$ cat src/rtl/ram_loader.sv
// Byte-stream loader for the 16-bit data RAM.
// Pairs big-endian bytes into words and writes them to BASE, BASE+1, ...
module ram_loader #(
  parameter logic [15:0] BASE = 16'h0000
) (
  input  logic        clk,
  input  logic        reset,
  input  logic        start,
  input  logic [15:0] length,
  input  logic [7:0]  byte_in,
  input  logic        byte_valid,
  output logic        byte_ready,
  output logic [15:0] ram_address,
  output logic [15:0] ram_in,
  output logic        ram_load,
  output logic        busy,
  output logic        done,
  output logic [15:0] count
);

  localparam int unsigned WORD_W = 16;
  localparam int unsigned BYTE_W = 8;

  typedef enum logic [2:0] {
    S_IDLE  = 3'd0,
    S_HI    = 3'd1,
    S_LO    = 3'd2,
    S_WRITE = 3'd3,
    S_FIN   = 3'd4
  } state_e;

  state_e              state_q, state_d;
  logic [WORD_W-1:0]   len_q, len_d;
  logic [WORD_W-1:0]   count_q, count_d;
  logic [BYTE_W-1:0]   hi_q, hi_d;
  logic [WORD_W-1:0]   ram_address_q, ram_address_d;
  logic [WORD_W-1:0]   ram_in_q, ram_in_d;
  logic                byte_ready_q, byte_ready_d;
  logic                ram_load_q, ram_load_d;
  logic                busy_q, busy_d;
  logic                done_q, done_d;
  logic [WORD_W-1:0]   count_inc;

  assign count_inc = count_q + WORD_W'(1);

  // State register and registered outputs.
  always_ff @(posedge clk) begin
    if (reset) begin
      state_q       <= S_IDLE;
      len_q         <= '0;
      count_q       <= '0;
      hi_q          <= '0;
      ram_address_q <= '0;
      ram_in_q      <= '0;
      byte_ready_q  <= 1'b0;
      ram_load_q    <= 1'b0;
      busy_q        <= 1'b0;
      done_q        <= 1'b0;
    end else begin
      state_q       <= state_d;
      len_q         <= len_d;
      count_q       <= count_d;
      hi_q          <= hi_d;
      ram_address_q <= ram_address_d;
      ram_in_q      <= ram_in_d;
      byte_ready_q  <= byte_ready_d;
      ram_load_q    <= ram_load_d;
      busy_q        <= busy_d;
      done_q        <= done_d;
    end
  end

  // Next-state logic; outputs are decoded from the next state so they
  // line up with the state they describe once registered.
  always_comb begin
    state_d       = state_q;
    len_d         = len_q;
    count_d       = count_q;
    hi_d          = hi_q;
    ram_address_d = ram_address_q;
    ram_in_d      = ram_in_q;

    unique case (state_q)
      S_IDLE: begin
        if (start) begin
          len_d   = length;
          count_d = '0;
          state_d = (length == '0) ? S_FIN : S_HI;
        end
      end
      S_HI: begin
        if (byte_valid) begin
          hi_d    = byte_in;
          state_d = S_LO;
        end
      end
      S_LO: begin
        if (byte_valid) begin
          ram_in_d      = {hi_q, byte_in};
          ram_address_d = BASE + count_q;
          state_d       = S_WRITE;
        end
      end
      S_WRITE: begin
        count_d = count_inc;
        state_d = (count_inc == len_q) ? S_FIN : S_HI;
      end
      S_FIN: begin
        state_d = S_IDLE;
      end
      default: begin
        state_d = S_IDLE;
      end
    endcase

    byte_ready_d = (state_d == S_HI) || (state_d == S_LO);
    busy_d       = (state_d == S_HI) || (state_d == S_LO) || (state_d == S_WRITE);
    ram_load_d   = (state_d == S_WRITE);
    done_d       = (state_d == S_FIN);
  end

  assign byte_ready  = byte_ready_q;
  assign ram_address = ram_address_q;
  assign ram_in      = ram_in_q;
  assign ram_load    = ram_load_q;
  assign busy        = busy_q;
  assign done        = done_q;
  assign count       = count_q;

endmodule
$ cat config.mk
export PLATFORM = sky130hd
export DESIGN_NAME = ram_loader
export DESIGN_NICKNAME = d
export VERILOG_FILES = /design/src/rtl/ram_loader.sv
export SDC_FILE = /design/constraint.sdc
export NUM_CORES = 1
export LEC_CHECK = 0
export CORE_ASPECT_RATIO = 0.5
export CORE_MARGIN = 3
export CORE_UTILIZATION = 52
export CTS_BUF_LIST = sky130_fd_sc_hd__clkbuf_4
export CTS_CLUSTER_DIAMETER = 30
export CTS_CLUSTER_SIZE = 14
export DETAILED_ROUTE_END_ITERATION = 8
export PLACE_DENSITY = 0.91
export RECOVER_POWER = 25
export SKIP_CTS_REPAIR_TIMING = 1
export SYNTH_ARGS = -nofsm -noshare
export SYNTH_HDL_FRONTEND = slang
export SYNTH_SLANG_ARGS = --single-unit
$ cat constraint.sdc
create_clock -name clk -period 2.5 [get_ports clk]
set_input_delay 0.5 -clock clk [delete_from_list [all_inputs] [get_ports clk]]
set_output_delay 0.5 -clock clk [all_outputs]
set_load 0.02 [all_outputs]
==> results of run 1 <==
[cell usage in the layout, fill, tap and decap left out, types with 2 or more instances in the layout]
cell type / Yosys / layout
a211oi_1: 2 / 2
a21oi_1: 72 / 72
a22oi_1: 2 / 2
and2_0: 0 / 2
buf_4: 4 / 13
clkbuf_1: 25 / 3
clkbuf_4: 0 / 9
clkdlybuf4s50_1: 0 / 76
clkinv_2: 0 / 2
dfxtp_1: 79 / 78
dlygate4sd3_1: 0 / 2
nand2_1: 132 / 132
nand3b_1: 2 / 2
nand4_1: 5 / 5
nor2_1: 29 / 29
nor2b_1: 5 / 5
nor3_1: 8 / 8
nor4_1: 11 / 10
nor4_4: 1 / 2
nor4b_1: 1 / 2
o2111ai_1: 2 / 2
o211ai_1: 3 / 3
o21ai_0: 16 / 16
o21ba_1: 2 / 2
o31ai_1: 2 / 2
or3_1: 2 / 2
xnor2_1: 14 / 14
xor2_1: 8 / 8
[flip-flops by register name (all words and copies together) (netlist names)]
| register | cells |
|---|---|
| busy | 1 |
| state_q | 3 |
| byte_ready | 1 |
| done | 1 |
| count | 16 |
| ram_load | 1 |
| len_q | 16 |
| ram_address | 16 |
| ram_in | 16 |
| hi_q | 8 |
[worst min path at each step]
stage	cells past startpoint	to	startpoint	slack [ns]
after floorplan	2	ram_in[10]$_SDFFE_PP0P_	hi_q[2]$_SDFFE_PP0P_	0.43
after global placement	2	ram_in[14]$_SDFFE_PP0P_	hi_q[6]$_SDFFE_PP0P_	0.44
after detailed placement	2	ram_address[13]$_SDFFE_PP0P_	ram_address[13]$_SDFFE_PP0P_	0.45
after CTS	2	count[14]$_SDFFE_PP0P_	reset	0.37
after global routing	2	count[14]$_SDFFE_PP0P_	reset	0.36
final	2	count[14]$_SDFFE_PP0P_	reset	0.38
[layout make-up]
cell class	count	share of cell area, %
Sequential cell	79	35.1
Tap cell	88	2.45
Inverter	1	0.0834
Clock buffer	9	1.50
Multi-Input combinational cell	338	39.3
Timing Repair Buffer	96	20.1
Clock inverter	6	1.36
[cell families (layout without fill, tap and decap cells)]
| kind of cell | count (synthesis) | in the layout | synth area share (%) |
|---|---|---|---|
| AND/OR/NAND/NOR | 210 | 210 | 27.7 |
| buffers and inverters | 36 | 112 | 4.68 |
| AO/OA/AOI/OAI | 104 | 104 | 16.3 |
| XOR/XNOR | 22 | 22 | 5.50 |
| adder cells (fa/ha/maj) | 1 | 1 | 0.357 |
| multiplexers | 1 | 1 | 0.286 |
| flip-flops | 79 | 79 | 45.2 |
[worst max-delay path: stages (launching register included)]
cell	delay (ns)
dfxtp_1	0.54
nand4_2	0.33
or3_1	0.48
a21oi_1	0.21
o2111ai_1	0.26
nor4_4	0.37
o21ba_1	0.18
[routing by layer]
metal	up-vias	track usage, %
met3	15	7.69
met1	1552	32.6
li1	1664	-
met4	0	6.83
met5	-	0
met2	146	35.6
[power by group through the flow]
| stage | combinational, mW | clock, mW | sequential (mW) |
|---|---|---|---|
| 2_1_floorplan | 0.161 | 0 | 1.35 |
| 3_3_place_gp | 0.275 | 0 | 1.35 |
| 3_5_place_dp | 0.278 | 0 | 1.35 |
| 4_1_cts | 0.281 | 0.760 | 1.32 |
| 5_1_grt | 0.305 | 0.818 | 1.33 |
| 6_report | 0.279 | 0.755 | 1.32 |
==> qor.yml, run 1 <==
synthesis:
  yosysWarnings: 0
  yosysTopAreaCell: "dfxtp_1"
  synth_top_area_share_pct: 45.2
  syn-mean-instance-area_sq_um: 7.73
  synthMostInstantiatedCell: "nand2_1"
  syn_area_sq_um: 3500
  synth_nets: 482
  async_flop_share_pct: 0
  synth-edff-count: 0
  synth_seq_cells: 79
  yosysSeqAreaShare_pct: 45.2
  synthesis.instances: 453
  synthFlopType: "dfxtp_1"
  synth_common_cells: "nand2_1, dfxtp_1, a21oi_1"
  synth_cell_types: 43
  yosys-top-cells-area: "dfxtp_1, nand2_1, a21oi_1, xnor2_1, nor2_1"
detailed_routing:
  wl_met1_um: 4250
  drtIter0Drc: 321
  drt-pass1-iter-count: 6
  drc: 0
  wl_per_cell_um: 14.9
  top_layer_used: "met4"
  vias: 3377
  dr_wl_met3_um: 795
  wl_um: 9210
  vias_per_cell: 5.47
  routed-wl-met2_um: 4070
  final_antenna_net_count: 0
timing:
  layout_setup_ws_ns: 0.0849
  final.setup.tns_ns: 0
  maxSlewHeadroom_pct: 33.9
  tightest_slew_ns: 0.991
  hold_viol: 0
  fin_crit_sh_pct: 96.6
  fin_skew_ns: 0.0225
  rsz0062_at_grt: "no"
  period_minus_slack_ns: 2.42
  finalSetupViolations: 0
  hold_ws_ns: 0.378
  fmax_mhz: 414
  slew_violations: 0
critical_path:
  crit_path_end: "state_q[2]$_SDFF_PP0_"
  r2r-end: "state_q[2]$_SDFF_PP0_"
  path_class: "register to register"
  worstPathRequired_ns: 2.90
  crit_start: "count[3]$_SDFFE_PP0P_"
  rr_startpoint: "count[3]$_SDFFE_PP0P_"
  path_max_fanout: 8
  end_kind: "register"
  rrSetupSlack_ns: 0.08
  cp-start-kind: "register"
  critPathArrivalTime_ns: 2.82
  rr_worst_depth: 6
finish:
  final_cells: 617
  stdcell_area_sq_um: 4500
  regArea_sq_um: 1580
  fill_cells: 515
  finish.utilization_pct: 71.7
  drive_above_1_share_pct: 7.37
  final_net_count: 554
  multi_input_area_sq_um: 1770
  syn_to_final_growth_pct: 28.6
  antennaDiodeCount: 0
place:
  hpwl_um: 6570
  placed_area_sq_um: 4380
  pre_cts_slack_ns: 0.226
  gp_routability_congestion: 0.878
  dp_cells: 602
  port_buffers: 79
cts:
  clk_pin_slew_worst_paths_ns: 0.12
  cts.sinks: 79
  cts_tree: "built"
  clock-root-buffer: "clkbuf_4"
  clk_latency_ns: 0.46
  h-tree-depth: 3
  cts_buffer_depth: 2
  cts_inserted_buffers: 9
pwr:
  pwr-share-comb_pct: 11.8
  pwr-share-seq_pct: 56.1
  powerDensity_nw_per_um2: 523
  p_sw_share_pct: 27.4
  leakage_nw: 1.56
  switchingPower_mw: 0.645
  p_int_mw: 1.71
  max-vdd-ir-drop_mv: 0.240
  power_frac_clock_pct: 32.1
  finalPower_mw: 2.36
worst_hold_path:
  hold_path_class: "input pin to register"
floorplan:
  boundaryPins: 80
  dieArea_sq_um: 7820
  initial_utilization_pct: 55.8
  die_h_um: 64.0
  fp.dieW_um: 122
  core_sq_um: 6280
  num_rows: 20
global_routing:
  grt_pass1_wl_um: 14400
  grt_max_degree: 27
  antenna_found_initial: 0
  grtUsageTotal_pct: 23.7
  grt_pass1_vias: 2925
  overflow: 0
flow_run:
  cap_violations: 0
outcome:
  status: "finished, final reports clean"
No activity file was read; power rests on OpenSTA's default activity.
==> run 2: changes to the inputs <==
--- a/config.mk
+++ b/config.mk
@@ -7,14 +7,15 @@
 export LEC_CHECK = 0
 export CORE_ASPECT_RATIO = 0.5
 export CORE_MARGIN = 3
-export CORE_UTILIZATION = 52
+export CORE_UTILIZATION = 51
 export CTS_BUF_LIST = sky130_fd_sc_hd__clkbuf_4
 export CTS_CLUSTER_DIAMETER = 30
 export CTS_CLUSTER_SIZE = 14
 export DETAILED_ROUTE_END_ITERATION = 8
-export PLACE_DENSITY = 0.91
+export PLACE_DENSITY = 0.9
 export RECOVER_POWER = 25
 export SKIP_CTS_REPAIR_TIMING = 1
 export SYNTH_ARGS = -nofsm -noshare
 export SYNTH_HDL_FRONTEND = slang
 export SYNTH_SLANG_ARGS = --single-unit
+export TNS_END_PERCENT = 30
==> qor.yml, run 2 (synthesis results as in run 1) <==
finish:
  stdcell_area_sq_um: 4530
  final_cells: 615
  antennaDiodeCount: 0
  drive_above_1_share_pct: 7.78
  layout_common_cells: "nand2_1, dfxtp_1, clkdlybuf4s50_1, a21oi_1, nor2_1"
  final_common_cell: "nand2_1"
  syn_to_final_growth_pct: 29.3
  final_net_count: 551
cts:
  cts_tree: "built"
  clk_pin_slew_worst_paths_ns: 0.14
  clk_latency_ns: 0.44
  clock-root-buffer: "clkbuf_4"
  h-tree-depth: 3
  cts.sinks: 79
  cts_inserted_buffers: 9
  cts_buffer_depth: 2
detailed_routing:
  drc: 0
  drtIter0Drc: 233
  vias_per_cell: 5.31
  wl_per_cell_um: 14.5
  final_antenna_net_count: 0
  drt-pass1-iter-count: 5
  vias: 3263
  wl_um: 8920
pwr:
  leakage_nw: 1.57
  p_int_mw: 1.72
  pwr-share-seq_pct: 55.7
  finalPower_mw: 2.37
  max-vdd-ir-drop_mv: 0.289
  power_frac_clock_pct: 32.3
  switchingPower_mw: 0.643
  powerDensity_nw_per_um2: 523
  pwr-share-comb_pct: 12.0
  p_sw_share_pct: 27.2
timing:
  final.setup.tns_ns: 0
  maxSlewHeadroom_pct: 54.0
  fin_skew_ns: 0.0151
  tightest_slew_ns: 0.690
  slew_violations: 0
  finalSetupViolations: 0
  period_minus_slack_ns: 2.36
  hold_viol: 0
  fmax_mhz: 424
  fin_crit_sh_pct: 94.4
floorplan:
  core_sq_um: 6360
  initial_utilization_pct: 55.1
  die_h_um: 64.6
  fp.dieW_um: 123
  num_rows: 20
  dieArea_sq_um: 7960
  boundaryPins: 80
critical_path:
  path_max_fanout: 9
  slowest_delay_ns: 0.41
  worstPathRequired_ns: 2.89
  critPathArrivalTime_ns: 2.75
  path_class: "register to register"
  crit_start: "count[1]$_SDFFE_PP0P_"
  end_kind: "register"
  r2r-end: "done$_SDFF_PP0_"
  crit_chain: "ha_2, nand3_2, or2_1, o31ai_2, o2111ai_2, nor4_4, o21ba_1"
  rrSetupSlack_ns: 0.14
  rr_worst_depth: 7
  cp-start-kind: "register"
  rr_startpoint: "count[1]$_SDFFE_PP0P_"
  crit_slowest_cell: "dfxtp_2"
place:
  port_buffers: 79
  gp_routability_congestion: 0.902
  dp_cells: 599
  placed_area_sq_um: 4370
  hpwl_um: 6300
worst_hold_path:
  hold_path_class: "register to register"
  min_from: "ram_in[6]$_SDFFE_PP0P_"
  min_to: "ram_in[6]$_SDFFE_PP0P_"
  min_path_cells: 2
global_routing:
  antenna_found_initial: 0
  grtUsageTotal_pct: 23.1
  grt_pass1_vias: 3080
  grt_pass1_wl_um: 14600
  overflow: 0
  grt_max_degree: 51
outcome:
  status: "finished, final reports clean"
flow_run:
  cap_violations: 0
[run 2: cell types whose count changed in the layout (fill, tap and decap cells not counted), moves of 2 or more]
cell,previous run,this run
buf_12,0,2
clkinv_4,1,4
buf_4,13,10
clkbuf_1,3,1
[run 2: power groups by stage]
stage	Sequential (mW)	Clock, mW	Combinational, mW
after floorplan	1.35	0	0.161
after global placement	1.35	0	0.278
after detailed placement	1.35	0	0.280
after CTS	1.32	0.778	0.282
after global routing	1.32	0.823	0.314
final	1.32	0.763	0.284
[run 2: metrics by stage]
step           utilization, %  worst slack, ns  hold WS (ns)
2_1_floorplan               -            0.239         0.432
3_3_place_gp             68.7            0.191         0.437
3_5_place_dp             68.7           0.0840         0.445
4_1_cts                  70.9           0.0589         0.463
5_1_grt                  71.2          -0.0301         0.481
6_report                 71.2            0.140         0.461
[run 2: area by class of cell]
cell class	instances	area, sq um
clock inverter	7	73.8
tap	88	110
sequential	79	1580
timing repair buffer	93	910
multi-input combinational	338	1780
fill	512	1830
clock buffer	9	67.6
inverter	1	3.75
[run 2: worst max path at each step]
stage,endpoint,cells after the start
global placement,byte_ready$_SDFF_PP0_,6
floorplan,state_q[0]$_SDFF_PP0_,8
detailed placement,done$_SDFF_PP0_,7
CTS,done$_SDFF_PP0_,7
finish,done$_SDFF_PP0_,7
global route,done$_SDFF_PP0_,7
[run 2: critical path: cells and delay by family (launching register included)]
kind,cells,cell delay (ns)
DFF,1,0.41
adders and majority gates,1,0.26
AOI/OAI and AO/OA,3,0.72
and+or+nand+nor,3,0.95
[run 2: per-layer routing]
layer	GRT usage, %	vias to the layer above	share of wire (%)
li1	-	1663	-
met1	30.6	1505	46
met2	36.5	91	46
met3	7.59	4	6.6
met4	5.93	0	0.57
met5	0	-	0
==> RTL change 1 (settings of run 2) <==
Encoding of `state_e`: now one-hot (5 bits for 5 states).
--- a/src/rtl/ram_loader.sv
+++ b/src/rtl/ram_loader.sv
@@ -21,12 +21,12 @@
   localparam int unsigned WORD_W = 16;
   localparam int unsigned BYTE_W = 8;
 
-  typedef enum logic [2:0] {
-    S_IDLE  = 3'd0,
-    S_HI    = 3'd1,
-    S_LO    = 3'd2,
-    S_WRITE = 3'd3,
-    S_FIN   = 3'd4
+  typedef enum logic [4:0] {
+    S_IDLE  = 5'b00001,
+    S_HI    = 5'b00010,
+    S_LO    = 5'b00100,
+    S_WRITE = 5'b01000,
+    S_FIN   = 5'b10000
   } state_e;
 
   state_e              state_q, state_d;
Behaviour: same outputs for any inputs over 10 cycles, from zero or initial values and one cycle with reset high; not proved beyond that.
==> RTL change 1 against run 2 <==
  * Worst setup slack better by 0.0095 ns
  * Routed wire length is 1.1% higher
  * Total power is 3.8% lower
  * Clock power is 18% lower
  * Fmax is 0.40% higher
  * Synthesized area is 4.3% higher
  * Cell area is 4.1% higher
  * Core utilization is 2.0 points lower
  * Sequential cell count is 2 higher
==> RTL change 1: results (changes against run 2) <==
[cells_and_area]
layout-drive-gt1-share_pct = 8.78  ; was 7.78%
fillers = 526  ; was 512

[power]
peakVddDrop_uv = 262  ; was 289 µV
cellLeakagePower_nw = 1.78  ; was 1.57 nW

[timing]
fin_skew_ns = 0.0163  ; was 0.0151 ns
max_slew_margin_pct = 52.7  ; was 54.0%

[grt]
grt_pass1_vias = 3050  ; was 3080
globalRouteTotalUtil_pct = 22.6  ; was 23.1%
grt_pass1_wl_um = 14900  ; was 14600 µm
grt_max_degree = 42  ; was 51

[clocking]
clk_latency_ns = 0.44  ; about the same
htreeDepth = 3  ; unchanged

[min_path]
whs_endpoint = ram_in[9]  ; was ram_in[6]

[placed_design]
dp_cells = 600  ; was 599
dp_worst_setup_slack_ns = 0.163  ; was 0.0840 ns
dpl-instance-area_mm2 = 0.00461  ; was 0.00437 mm²
place.gp.congestion = 0.874  ; was 0.902
place_hpwl_um = 6520  ; was 6300 µm

[worst_setup_path]
critical_path.slowest_cell = nor4_2  ; was dfxtp_2
worst_ep_arrival_time_ns = 2.68  ; was 2.75 ns
r2r-start = count[4]  ; was count[1]
r2r_cells = 6  ; was 7
max_stage_delay_ns = 0.49  ; was 0.41 ns
crit-reg2reg-capture = busy  ; was done

[logic_synthesis]
ys_top_cells_by_count = 81 x dfxtp_1, 79 x nand2_1, 55 x nor2_1  ; was 132 x nand2_1, 79 x dfxtp_1, 72 x a21oi_1
synth-async-reset-ratio_pct = 0  ; unchanged
synthesis.nets = 467  ; was 482
postSynthAreaPerCell_um2 = 8.34  ; was 7.73 µm²
synthTopCellsByArea = dfxtp_1 44%, nand2_1 8.1%, mux2i_1 6.6%  ; was dfxtp_1 45%, nand2_1 14%, a21oi_1 10%
ys_types = 49  ; was 43
ys_seq_area_share_pct = 44.4  ; was 45.2%

[status]
status = completed  ; unchanged

[route]
drt_iter0_drc = 491  ; was 233
wire_per_inst_um = 14.6  ; was 14.5 µm

## RTL change 1: cell types whose count changed after synthesis, moves of 9 or more
cell,delta
nand2_1,-53
a21oi_1,-26
nor2_1,+26
mux2i_1,+23
o21ai_0,-14
o21ai_1,+14
nand3_1,+9
## RTL change 1: worst min-delay path: cells and delay by family, from the launching register on
| family | cells | cell delay, ns |
|---|---|---|
| compound gates | 1 | 0.05 |
| flops | 1 | 0.33 |
| simple gates | 1 | 0.05 |
## RTL change 1: metrics by stage
| step | hold WS [ns] | utilization, % |
|---|---|---|
| 2_1_floorplan | 0.432 | - |
| 3_3_place_gp | 0.435 | 67.8 |
| 3_5_place_dp | 0.445 | 67.8 |
| 4_1_cts | 0.459 | 69.3 |
| 5_1_grt | 0.483 | 69.3 |
| 6_report | 0.450 | 69.3 |
## RTL change 1: how the worst max path moves through the flow
stage	startpoint	endpoint	slack, ns	cells after the start
global placement	count[0]	byte_ready	0.26	7
floorplan	count[0]	byte_ready	0.10	8
detailed placement	count[1]	busy	0.16	7
CTS	count[1]	busy	0.14	7
finish	count[4]	busy	0.15	6
global route	count[4]	busy	0.02	6
## RTL change 1: logic make-up after synthesis
logic type / share of synthesized area, %
buffers and inverters: 4.14
AND/OR/NAND/NOR: 26.2
XOR/XNOR: 6.23
adder cells (fa/ha/maj): 0.342
AO/OA/AOI/OAI: 12.1
multiplexers: 6.58
flip-flops: 44.4
## RTL change 1: per-layer routing
layer | GRT usage (%) | wire length, µm | vias up
met5 | 0 | 0 | -
met4 | 9.05 | 202 | 0
met3 | 5.89 | 646 | 24
met2 | 36.4 | 4070 | 150
met1 | 29.3 | 4100 | 1552
li1 | - | - | 1669
## RTL change 1: cell type report
class | count | area share, %
flip-flops and latches | 81 | 34.5
clock buffers | 9 | 1.43
multi-input cells | 323 | 40.1
clock inverters | 7 | 0.796
repair buffers | 102 | 20.7
well taps | 92 | 2.44
inverters | 2 | 0.159
## RTL change 1: report_power, final
| part | leakage (nW) | switching (mW) | internal [mW] |
|---|---|---|---|
| Combinational | 1.06 | 0.151 | 0.142 |
| Clock | 0.0598 | 0.435 | 0.193 |
| Sequential | 0.657 | 0.0310 | 1.32 |
==> RTL change 2 (settings of run 2) <==
Made on the original files. Take the reset off `hi_q` and load it in a clocked block of its own.
--- a/src/rtl/ram_loader.sv
+++ b/src/rtl/ram_loader.sv
@@ -49,7 +49,6 @@
       state_q       <= S_IDLE;
       len_q         <= '0;
       count_q       <= '0;
-      hi_q          <= '0;
       ram_address_q <= '0;
       ram_in_q      <= '0;
       byte_ready_q  <= 1'b0;
@@ -60,7 +59,6 @@
       state_q       <= state_d;
       len_q         <= len_d;
       count_q       <= count_d;
-      hi_q          <= hi_d;
       ram_address_q <= ram_address_d;
       ram_in_q      <= ram_in_d;
       byte_ready_q  <= byte_ready_d;
@@ -68,6 +66,10 @@
       busy_q        <= busy_d;
       done_q        <= done_d;
     end
+  end
+
+  always_ff @(posedge clk) begin
+    hi_q <= hi_d;
   end
 
   // Next-state logic; outputs are decoded from the next state so they
Behaviour: same outputs for any inputs over 10 cycles, from zero or initial values and one cycle with reset high; that may be too few to reach the edited logic, so the function may still have changed.
==> RTL change 2 against run 2 <==
  * Total power is 9.0% higher
  * Critical endpoint is now byte_ready
  * Worst setup slack better by 0.17 ns
  * Clock power is 26% higher
  * Global-route usage is 0.20 points lower
  * Highest routed layer unchanged
  * Sequential cell count stayed put
  * Hold slack worse by 0.00071 ns
  * Synthesized cell count is 6.8% lower
  * Cell area is 0.11% higher
  * Largest power group unchanged
  * Via count hardly changed
  * Synthesized area is 0.61% lower
  * Routed wire length is 4.9% lower
==> RTL change 2: results (changes against run 2) <==
[status]
status = completed  ; unchanged

[logic_synthesis]
synth_edf_count = 8  ; was 0
ys_types = 49  ; was 43
synthTopCellsByArea = dfxtp_1 41%, nand2_1 12%, a21oi_1 9.3%  ; was dfxtp_1 45%, nand2_1 14%, a21oi_1 10%
synth_cells = 422  ; was 453
yosysWarnings = 0  ; unchanged
ys_top_cells_by_count = 112 x nand2_1, 71 x dfxtp_1, 65 x a21oi_1  ; was 132 x nand2_1, 79 x dfxtp_1, 72 x a21oi_1
ys_seq_area_share_pct = 47.7  ; was 45.2%
synthesis.nets = 451  ; was 482
synth-async-reset-ratio_pct = 0  ; unchanged

[min_path]
whs_endpoint = ram_address[14]  ; was ram_in[6]
hold_path_depth = 2  ; unchanged
hold_path.class = flop to flop  ; unchanged
min_from = ram_address[14]  ; was ram_in[6]

[route]
wire_per_inst_um = 14.4  ; was 14.5 µm
vias_per_cell = 5.54  ; was 5.31
drt_iter0_drc = 227  ; was 233
firstDrtPassIters = 5  ; unchanged

[clocking]
clockRootBuffer = clkbuf_4  ; unchanged
cts_made_buffers = 9  ; unchanged
clk_latency_ns = 0.44  ; about the same
path_clk_slew_ns = 0.12  ; was 0.14 ns
htreeDepth = 3  ; unchanged
cts_max_path_buffers = 2  ; unchanged

[power]
p_clk_mw = 0.961  ; was 0.763 mW
peakVddDrop_uv = 578  ; was 289 µV
pg_comb_mw = 0.273  ; was 0.284 mW
p_sw_share_pct = 24.4  ; was 27.2%
cellLeakagePower_nw = 1.61  ; was 1.57 nW

[worst_setup_path]
worst_ep_arrival_time_ns = 2.55  ; was 2.75 ns
critical_path.slowest_cell = dfxtp_1  ; was dfxtp_2
crit-reg2reg-capture = byte_ready  ; was done
r2r_slack_ns = 0.31  ; was 0.14 ns
critPathTopFamily = simple AND/OR/NAND/NOR gates  ; unchanged
crit_path_max_fanout = 7  ; was 9
critPathLaunch = count[4]  ; was count[1]
r2r_cells = 7  ; unchanged
worstSetupPathType = flop to flop  ; unchanged
max_stage_delay_ns = 0.45  ; was 0.41 ns

[placed_design]
dp_cells = 572  ; was 599
dpl-instance-area_mm2 = 0.00435  ; was 0.00437 mm²
io_buffer_count = 79  ; unchanged
place.gp.congestion = 0.876  ; was 0.902
place_hpwl_um = 5900  ; was 6300 µm

[cells_and_area]
fillers = 481  ; was 512
final_nets = 524  ; was 551
num_antenna_cells = 0  ; unchanged
fin_cells = 588  ; was 615
layout-drive-gt1-share_pct = 9.00  ; was 7.78%

[timing]
tightest_slew_ns = 0.696  ; was 0.690 ns
fin_skew_ns = 0.00915  ; was 0.0151 ns

[grt]
globalRouteTotalUtil_pct = 22.9  ; was 23.1%
grt_pass1_vias = 3152  ; was 3080
grt_max_degree = 45  ; was 51
antenna_found_initial = 0  ; unchanged
grt_pass1_wl_um = 14200  ; was 14600 µm

RTL change 2: changes by cell type after synthesis, moves of 5 or more:
cell	change
a21oi_1	-7
and3_1	+5
clkbuf_1	-5
dfxtp_1	-8
edfxtp_1	+8
nand2_1	-20
nand3_1	+7
nor2_1	-6
nor4_1	-7
o21ai_0	-6
RTL change 2: layer usage:
layer  share of wire (%)  track usage (%)
met5                   0                0
met4                 2.1             8.09
met3                 8.1             8.63
met2                  48             37.9
met1                  42             27.4
RTL change 2: layout make-up:
type | instances | area, µm² | share of cell area, %
repair buffers | 93 | 897 | 19.8
multi-input cells | 312 | 1680 | 37.0
well taps | 88 | 110 | 2.43
clock inverters | 7 | 120 | 2.65
clock buffers | 9 | 67.6 | 1.49
flip-flops and latches | 79 | 1660 | 36.7
RTL change 2: stage by stage:
step | power, mW | util (%) | hold WS [ns] | setup slack [ns]
2_1_floorplan | 1.53 | - | 0.445 | 0.462
3_3_place_gp | 1.64 | 68.7 | 0.441 | 0.254
3_5_place_dp | 1.65 | 68.7 | 0.447 | 0.214
4_1_cts | 2.60 | 71.6 | 0.465 | 0.227
5_1_grt | 2.69 | 71.6 | 0.486 | 0.142
6_report | 2.58 | 71.6 | 0.460 | 0.310
RTL change 2: cell families (layout without fill, tap and decap cells):
| kind of cell | count (synthesis) | after routing | share of synthesized area, % |
|---|---|---|---|
| muxes | 3 | 3 | 0.899 |
| and+or+nand+nor | 191 | 191 | 26.0 |
| buffers and inverters | 31 | 109 | 4.21 |
| DFF | 79 | 79 | 47.7 |
| xor gates and xnor gates | 23 | 23 | 5.79 |
| adders and majority gates | 1 | 1 | 0.359 |
| AOI/OAI and AO/OA | 94 | 94 | 15.0 |
